[src/rtl/rx_uart.sv]
// UART receiver: 16x oversampled line, majority vote per bit, optional even parity,
// single-entry output register with a valid/ready handshake and one-clk error pulses.
module rx_uart #(
  parameter int INPUT_DATA_WIDTH = 8,
  parameter bit PARITY_ENABLED   = 1'b1
) (
  input  logic                        clk,
  input  logic                        reset,
  input  logic                        sample_tick,
  input  logic                        serial_in,
  input  logic                        i_ready,
  output logic [INPUT_DATA_WIDTH-1:0] o_data,
  output logic                        o_valid,
  output logic                        o_busy,
  output logic                        o_parity_err,
  output logic                        o_framing_err,
  output logic                        o_overrun
);

  localparam int IdxW = (INPUT_DATA_WIDTH > 1) ? $clog2(INPUT_DATA_WIDTH) : 1;
  localparam logic [IdxW-1:0] LastIdx = IdxW'(INPUT_DATA_WIDTH - 1);

  typedef enum logic [2:0] {IDLE, START, DATA, PARITY, STOP, WAIT_IDLE} state_e;

  state_e                      state_q, state_d;
  logic [1:0]                  rxSync_q;
  logic [3:0]                  tickCnt_q, tickCnt_d;
  logic [IdxW-1:0]             bitIdx_q, bitIdx_d;
  logic [INPUT_DATA_WIDTH-1:0] shiftReg_q, shiftReg_d;
  logic [INPUT_DATA_WIDTH-1:0] data_q, data_d;
  logic                        sample7_q, sample7_d, sample8_q, sample8_d;
  logic                        parFail_q, parFail_d;
  logic                        valid_q, valid_d;
  logic                        parErr_q, parErr_d, frameErr_q, frameErr_d, overrun_q, overrun_d;
  logic                        rxS, bitMaj;

  assign rxS    = rxSync_q[1];
  assign bitMaj = (sample7_q & sample8_q) | (sample7_q & rxS) | (sample8_q & rxS);

  always_ff @(posedge clk or negedge reset) begin
    if (!reset) begin
      rxSync_q   <= 2'b11;
      state_q    <= IDLE;
      tickCnt_q  <= '0;
      bitIdx_q   <= '0;
      shiftReg_q <= '0;
      data_q     <= '0;
      sample7_q  <= 1'b1;
      sample8_q  <= 1'b1;
      parFail_q  <= 1'b0;
      valid_q    <= 1'b0;
      parErr_q   <= 1'b0;
      frameErr_q <= 1'b0;
      overrun_q  <= 1'b0;
    end else begin
      rxSync_q   <= {rxSync_q[0], serial_in};
      state_q    <= state_d;
      tickCnt_q  <= tickCnt_d;
      bitIdx_q   <= bitIdx_d;
      shiftReg_q <= shiftReg_d;
      data_q     <= data_d;
      sample7_q  <= sample7_d;
      sample8_q  <= sample8_d;
      parFail_q  <= parFail_d;
      valid_q    <= valid_d;
      parErr_q   <= parErr_d;
      frameErr_q <= frameErr_d;
      overrun_q  <= overrun_d;
    end
  end

  always_comb begin
    state_d    = state_q;
    tickCnt_d  = tickCnt_q;
    bitIdx_d   = bitIdx_q;
    shiftReg_d = shiftReg_q;
    data_d     = data_q;
    sample7_d  = sample7_q;
    sample8_d  = sample8_q;
    parFail_d  = parFail_q;
    valid_d    = valid_q;
    parErr_d   = 1'b0;
    frameErr_d = 1'b0;
    overrun_d  = 1'b0;

    if (valid_q && i_ready) valid_d = 1'b0;

    if (sample_tick) begin
      case (state_q)
        IDLE: begin
          if (!rxS) begin
            state_d   = START;
            tickCnt_d = '0;
            bitIdx_d  = '0;
            parFail_d = 1'b0;
          end
        end
        WAIT_IDLE: begin
          if (rxS) state_d = IDLE;
        end
        default: begin
          tickCnt_d = tickCnt_q + 4'd1;
          if (tickCnt_q == 4'd7) sample7_d = rxS;
          if (tickCnt_q == 4'd8) sample8_d = rxS;
          case (state_q)
            START: begin
              if (tickCnt_q == 4'd9 && bitMaj) state_d = IDLE;
              else if (tickCnt_q == 4'd15)     state_d = DATA;
            end
            DATA: begin
              if (tickCnt_q == 4'd9)
                shiftReg_d = (shiftReg_q >> 1) | (INPUT_DATA_WIDTH'(bitMaj) << (INPUT_DATA_WIDTH - 1));
              if (tickCnt_q == 4'd15) begin
                if (bitIdx_q == LastIdx) state_d = PARITY_ENABLED ? PARITY : STOP;
                else                     bitIdx_d = bitIdx_q + 1'b1;
              end
            end
            PARITY: begin
              if (tickCnt_q == 4'd9)  parFail_d = (^shiftReg_q) ^ bitMaj;
              if (tickCnt_q == 4'd15) state_d = STOP;
            end
            STOP: begin
              // Decide mid-stop-bit so the receiver is re-armed before the next start edge.
              if (tickCnt_q == 4'd9) begin
                if (!bitMaj) begin
                  frameErr_d = 1'b1;
                  state_d    = WAIT_IDLE;
                end else begin
                  state_d = IDLE;
                  if (parFail_q)               parErr_d  = 1'b1;
                  else if (valid_q && !i_ready) overrun_d = 1'b1;
                  else begin
                    data_d  = shiftReg_q;
                    valid_d = 1'b1;
                  end
                end
              end
            end
            default: ;
          endcase
        end
      endcase
    end
  end

  assign o_data        = data_q;
  assign o_valid       = valid_q;
  assign o_busy        = (state_q != IDLE);
  assign o_parity_err  = parErr_q;
  assign o_framing_err = frameErr_q;
  assign o_overrun     = overrun_q;

endmodule

[config.mk]
export PLATFORM = sky130hd
export DESIGN_NAME = rx_uart
export DESIGN_NICKNAME = d
export VERILOG_FILES = /design/src/rtl/rx_uart.sv
export SDC_FILE = /design/constraint.sdc
export NUM_CORES = 1
export LEC_CHECK = 0
export BUFFER_PORTS_ARGS = -buffer_cell sky130_fd_sc_hd__buf_2
export CORE_ASPECT_RATIO = 1.75
export CORE_MARGIN = 8
export CORE_UTILIZATION = 30
export CTS_BUF_LIST = sky130_fd_sc_hd__clkbuf_4 sky130_fd_sc_hd__clkbuf_8
export DETAILED_ROUTE_END_ITERATION = 16
export PLACE_DENSITY = 0.53
export SLEW_MARGIN = 20
export SYNTH_ARGS = -nofsm -noshare
export SYNTH_HDL_FRONTEND = slang
export SYNTH_SLANG_ARGS = --single-unit
[constraint.sdc]
create_clock -name clk -period 2.6 [get_ports clk]
set_clock_uncertainty 0.15 [all_clocks]
set_input_delay 0.13 -clock clk [delete_from_list [all_inputs] [get_ports clk]]
set_output_delay 0.13 -clock clk [all_outputs]
set_load 0.005 [all_outputs]
==> impl_metrics.json <==
{
  "r2r_cells": 6,
  "antenna_left": 0,
  "fmax_mhz": 475,
  "synth_commonest_cells": "dfrtp_1 (31), mux2_2 (18), nand2_1 (13)",
  "drt_wl_total_mm": 3.60,
  "crit_fanout": 8,
  "clock_sinks": 35,
  "grtUsageTotal": 0.0929,
  "dieHeight_um": 118,
  "async_flop_share": 1.00,
  "fin_setup_tns_ns": 0,
  "hold_class": "in2reg",
  "area_growth_pct": 14.6,
  "crit_type": "reg2reg",
  "cts_tree": "built",
  "start_util": 0.307,
  "critPathTopFamily": "simple AND/OR/NAND/NOR gates",
  "num_rows": 37,
  "path_clk_slew_ns": 0.07,
  "fin_cells": 248,
  "cts_buffers": 5,
  "cts-root-buf": "clkbuf_8",
  "drv_slew": 0,
  "fin_crit_ns": 2.11,
  "synth_fp_nets": 159,
  "cellLeakagePower_nw": 0.973,
  "die_x_um": 74.4,
  "drive_gt1_frac": 0.359,
  "wire_per_inst_um": 14.5,
  "crit_arrival_ns": 2.13,
  "crit_path_start_kind": "flop",
  "peakVddDrop_uv": 410,
  "num_antenna_cells": 0,
  "whs_path_depth": 3,
  "ys.flop_type": "dfrtp_1",
  "place.gp.congestion": 0.828,
  "post_cts_resized": 0,
  "cts_htree_levels": 2,
  "first_pass_iters": 4,
  "clkLatencyLatePin_ns": 0.29,
  "timing.critical_path.depth": 6,
  "via_per_inst": 4.88,
  "drv_cap": 0,
  "synth.distinct_cells": 47,
  "drc": 0,
  "pwr_density_cell_mw_per_mm2": 772,
  "first_global_vias": 1340,
  "drtIter0Drc": 63,
  "cpPeakStageDelay_ns": 0.42,
  "synthTopCellsByArea": "dfrtp_1 (43%), mux2_2 (11%), dfstp_2 (5.9%)",
  "whs_ns": -0.000509,
  "syn-instance-count": 149,
  "seq_area_frac_synth": 0.492,
  "finalCritPeriodShare": 0.810,
  "fillCellCount": 615,
  "violations": "negative hold slack",
  "postPlaceCellArea_sq_mm": 0.00194,
  "numPortBuffers": 17,
  "outcome": "complete, but fails checks",
  "cp.required_ns": 2.62,
  "setup_viol": 0,
  "critical_path.cell_chain": "inv_1 -> ha_1 -> and3b_2 -> nand4_2 -> nor3b_4 -> mux2_2",
  "worst_slew_pin_slew_ns": 0.755,
  "antenna_found_initial": 0,
  "grt_overflow": 0,
  "yosys_warnings": 0,
  "fin_nets": 180,
  "synth_area_sq_mm": 0.00179,
  "rsz0062_at_grt": "no",
  "dieArea_sq_mm": 0.00879,
  "synth.most_common_cell": "dfrtp_1",
  "yosys.area.top_type": "dfrtp_1",
  "slowest_stage": "nor3b_4",
  "grt_pass1_wl_mm": 6.46,
  "clockBufferDepth": 2,
  "dp_hpwl_mm": 2.80,
  "vias": 1210,
  "final_area_sq_mm": 0.00205,
  "synth_top_area_share": 0.434,
  "syn_avg_cell_area_sq_um": 12.0,
  "slew_headroom": 0.496,
  "dpl.cell_count": 239,
  "hold_viol_final": 1,
  "grt_start_max_net_pins": 36,
  "p_total_mw": 1.58,
  "fp.coreArea_sq_mm": 0.00583,
  "cp_num_buf_inv": 1,
  "synth-seq-cells": 35,
  "ioPinCount": 18,
  "cp-end-kind": "flop",
  "synth-edff-count": 0
}
## state kept, by name (all words and copies together), names as in the netlist
register       count
bitIdx_q           3
o_data             8
o_framing_err      1
o_overrun          1
o_parity_err       1
o_valid            1
parFail_q          1
rxSync_q           2
sample7_q          1
sample8_q          1
shiftReg_q         8
state_q            3
tickCnt_q          4
## stage by stage
stage	setup WS [ns]	util
after floorplan	0.682	-
after global placement	0.541	0.333
after detailed placement	0.477	0.333
after CTS	0.471	0.352
after global routing	0.369	0.352
final	0.493	0.352
## worst min-delay path, cell delays in order
cell and delay [ns]:
buf_2 0.07, nand2b_1 0.15, nor2_1 0.05
## area by class of cell
cell class                 instances  area, sq um  share of cell area
sequential                        35          881               0.430
multi-input combinational        103          857               0.418
timing repair buffer              19          105              0.0513
tap                               78         97.6              0.0476
clock buffer                       6         82.6              0.0403
inverter                           6         22.5              0.0110
clock inverter                     1         5.00             0.00244
## where the power goes
part	leakage [nW]	internal (mW)	total [mW]	switching [mW]
Clock	0.0470	0.208	0.395	0.187
Sequential	0.454	0.648	0.751	0.103
Combinational	0.472	0.243	0.438	0.195
## timing repair
item / CTS / global route
hold buffers: 2 / 0
buffers inserted: 0 / 0
hold endpoints to repair: 32 / 0
## placed cells by master, fill, tap and decap left out, drive strengths merged, types with 2 or more instances in the layout
| cell | synthesis | final |
|---|---|---|
| dfrtp | 31 | 31 |
| mux2 | 18 | 18 |
| buf | 5 | 17 |
| nand2 | 13 | 13 |
| xnor2 | 8 | 8 |
| o21ai | 7 | 7 |
| inv | 6 | 6 |
| clkbuf | 0 | 6 |
| nor2 | 6 | 6 |
| ha | 5 | 5 |
| dfstp | 4 | 4 |
| nand3 | 3 | 3 |
| nand2b | 3 | 3 |
| a22o | 3 | 3 |
| nor3 | 3 | 3 |
| or3b | 3 | 3 |
| a21oi | 3 | 3 |
| nand4 | 3 | 3 |
| and2 | 2 | 2 |
| o31ai | 2 | 2 |
| dlygate4sd3 | 0 | 2 |
| and3 | 2 | 2 |
| and4b | 2 | 2 |
| o41ai | 2 | 2 |
## worst paths after layout
kind | startpoint | slack, ns | to
setup reg to reg | tickCnt_q[1] | 0.49 | o_data[2]
min in group asynchronous | reset | 0.29 | bitIdx_q[0]
setup / recovery | tickCnt_q[1] | 0.49 | o_data[2]
hold / removal | i_ready | -0.0005 | o_overrun
max in group asynchronous | reset | 1.52 | tickCnt_q[2]
hold reg to reg | rxSync_q[0] | 0.21 | rxSync_q[1]
## kinds of logic (layout without fill, tap and decap cells)
logic type / after synthesis / count (layout) / synth area share
AOI/OAI and AO/OA: 22 / 22 / 0.0923
xor gates and xnor gates: 10 / 10 / 0.0566
adders and majority gates: 6 / 6 / 0.0427
buffers and inverters: 11 / 32 / 0.0287
DFF: 35 / 35 / 0.492
muxes: 18 / 18 / 0.113
and+or+nand+nor: 47 / 47 / 0.174
## routing by layer
| layer | share of wire | GRT usage | vias to the layer above | wire length (um) |
|---|---|---|---|---|
| met3 | 0.040 | 0.0246 | 9 | 145 |
| met1 | 0.37 | 0.0971 | 607 | 1330 |
| met4 | 0.032 | 0.0519 | 0 | 114 |
| li1 | - | - | 571 | - |
| met2 | 0.56 | 0.159 | 23 | 2010 |
| met5 | 0 | 0 | - | 0 |
Note: power is estimated with default switching activity, not from simulation.
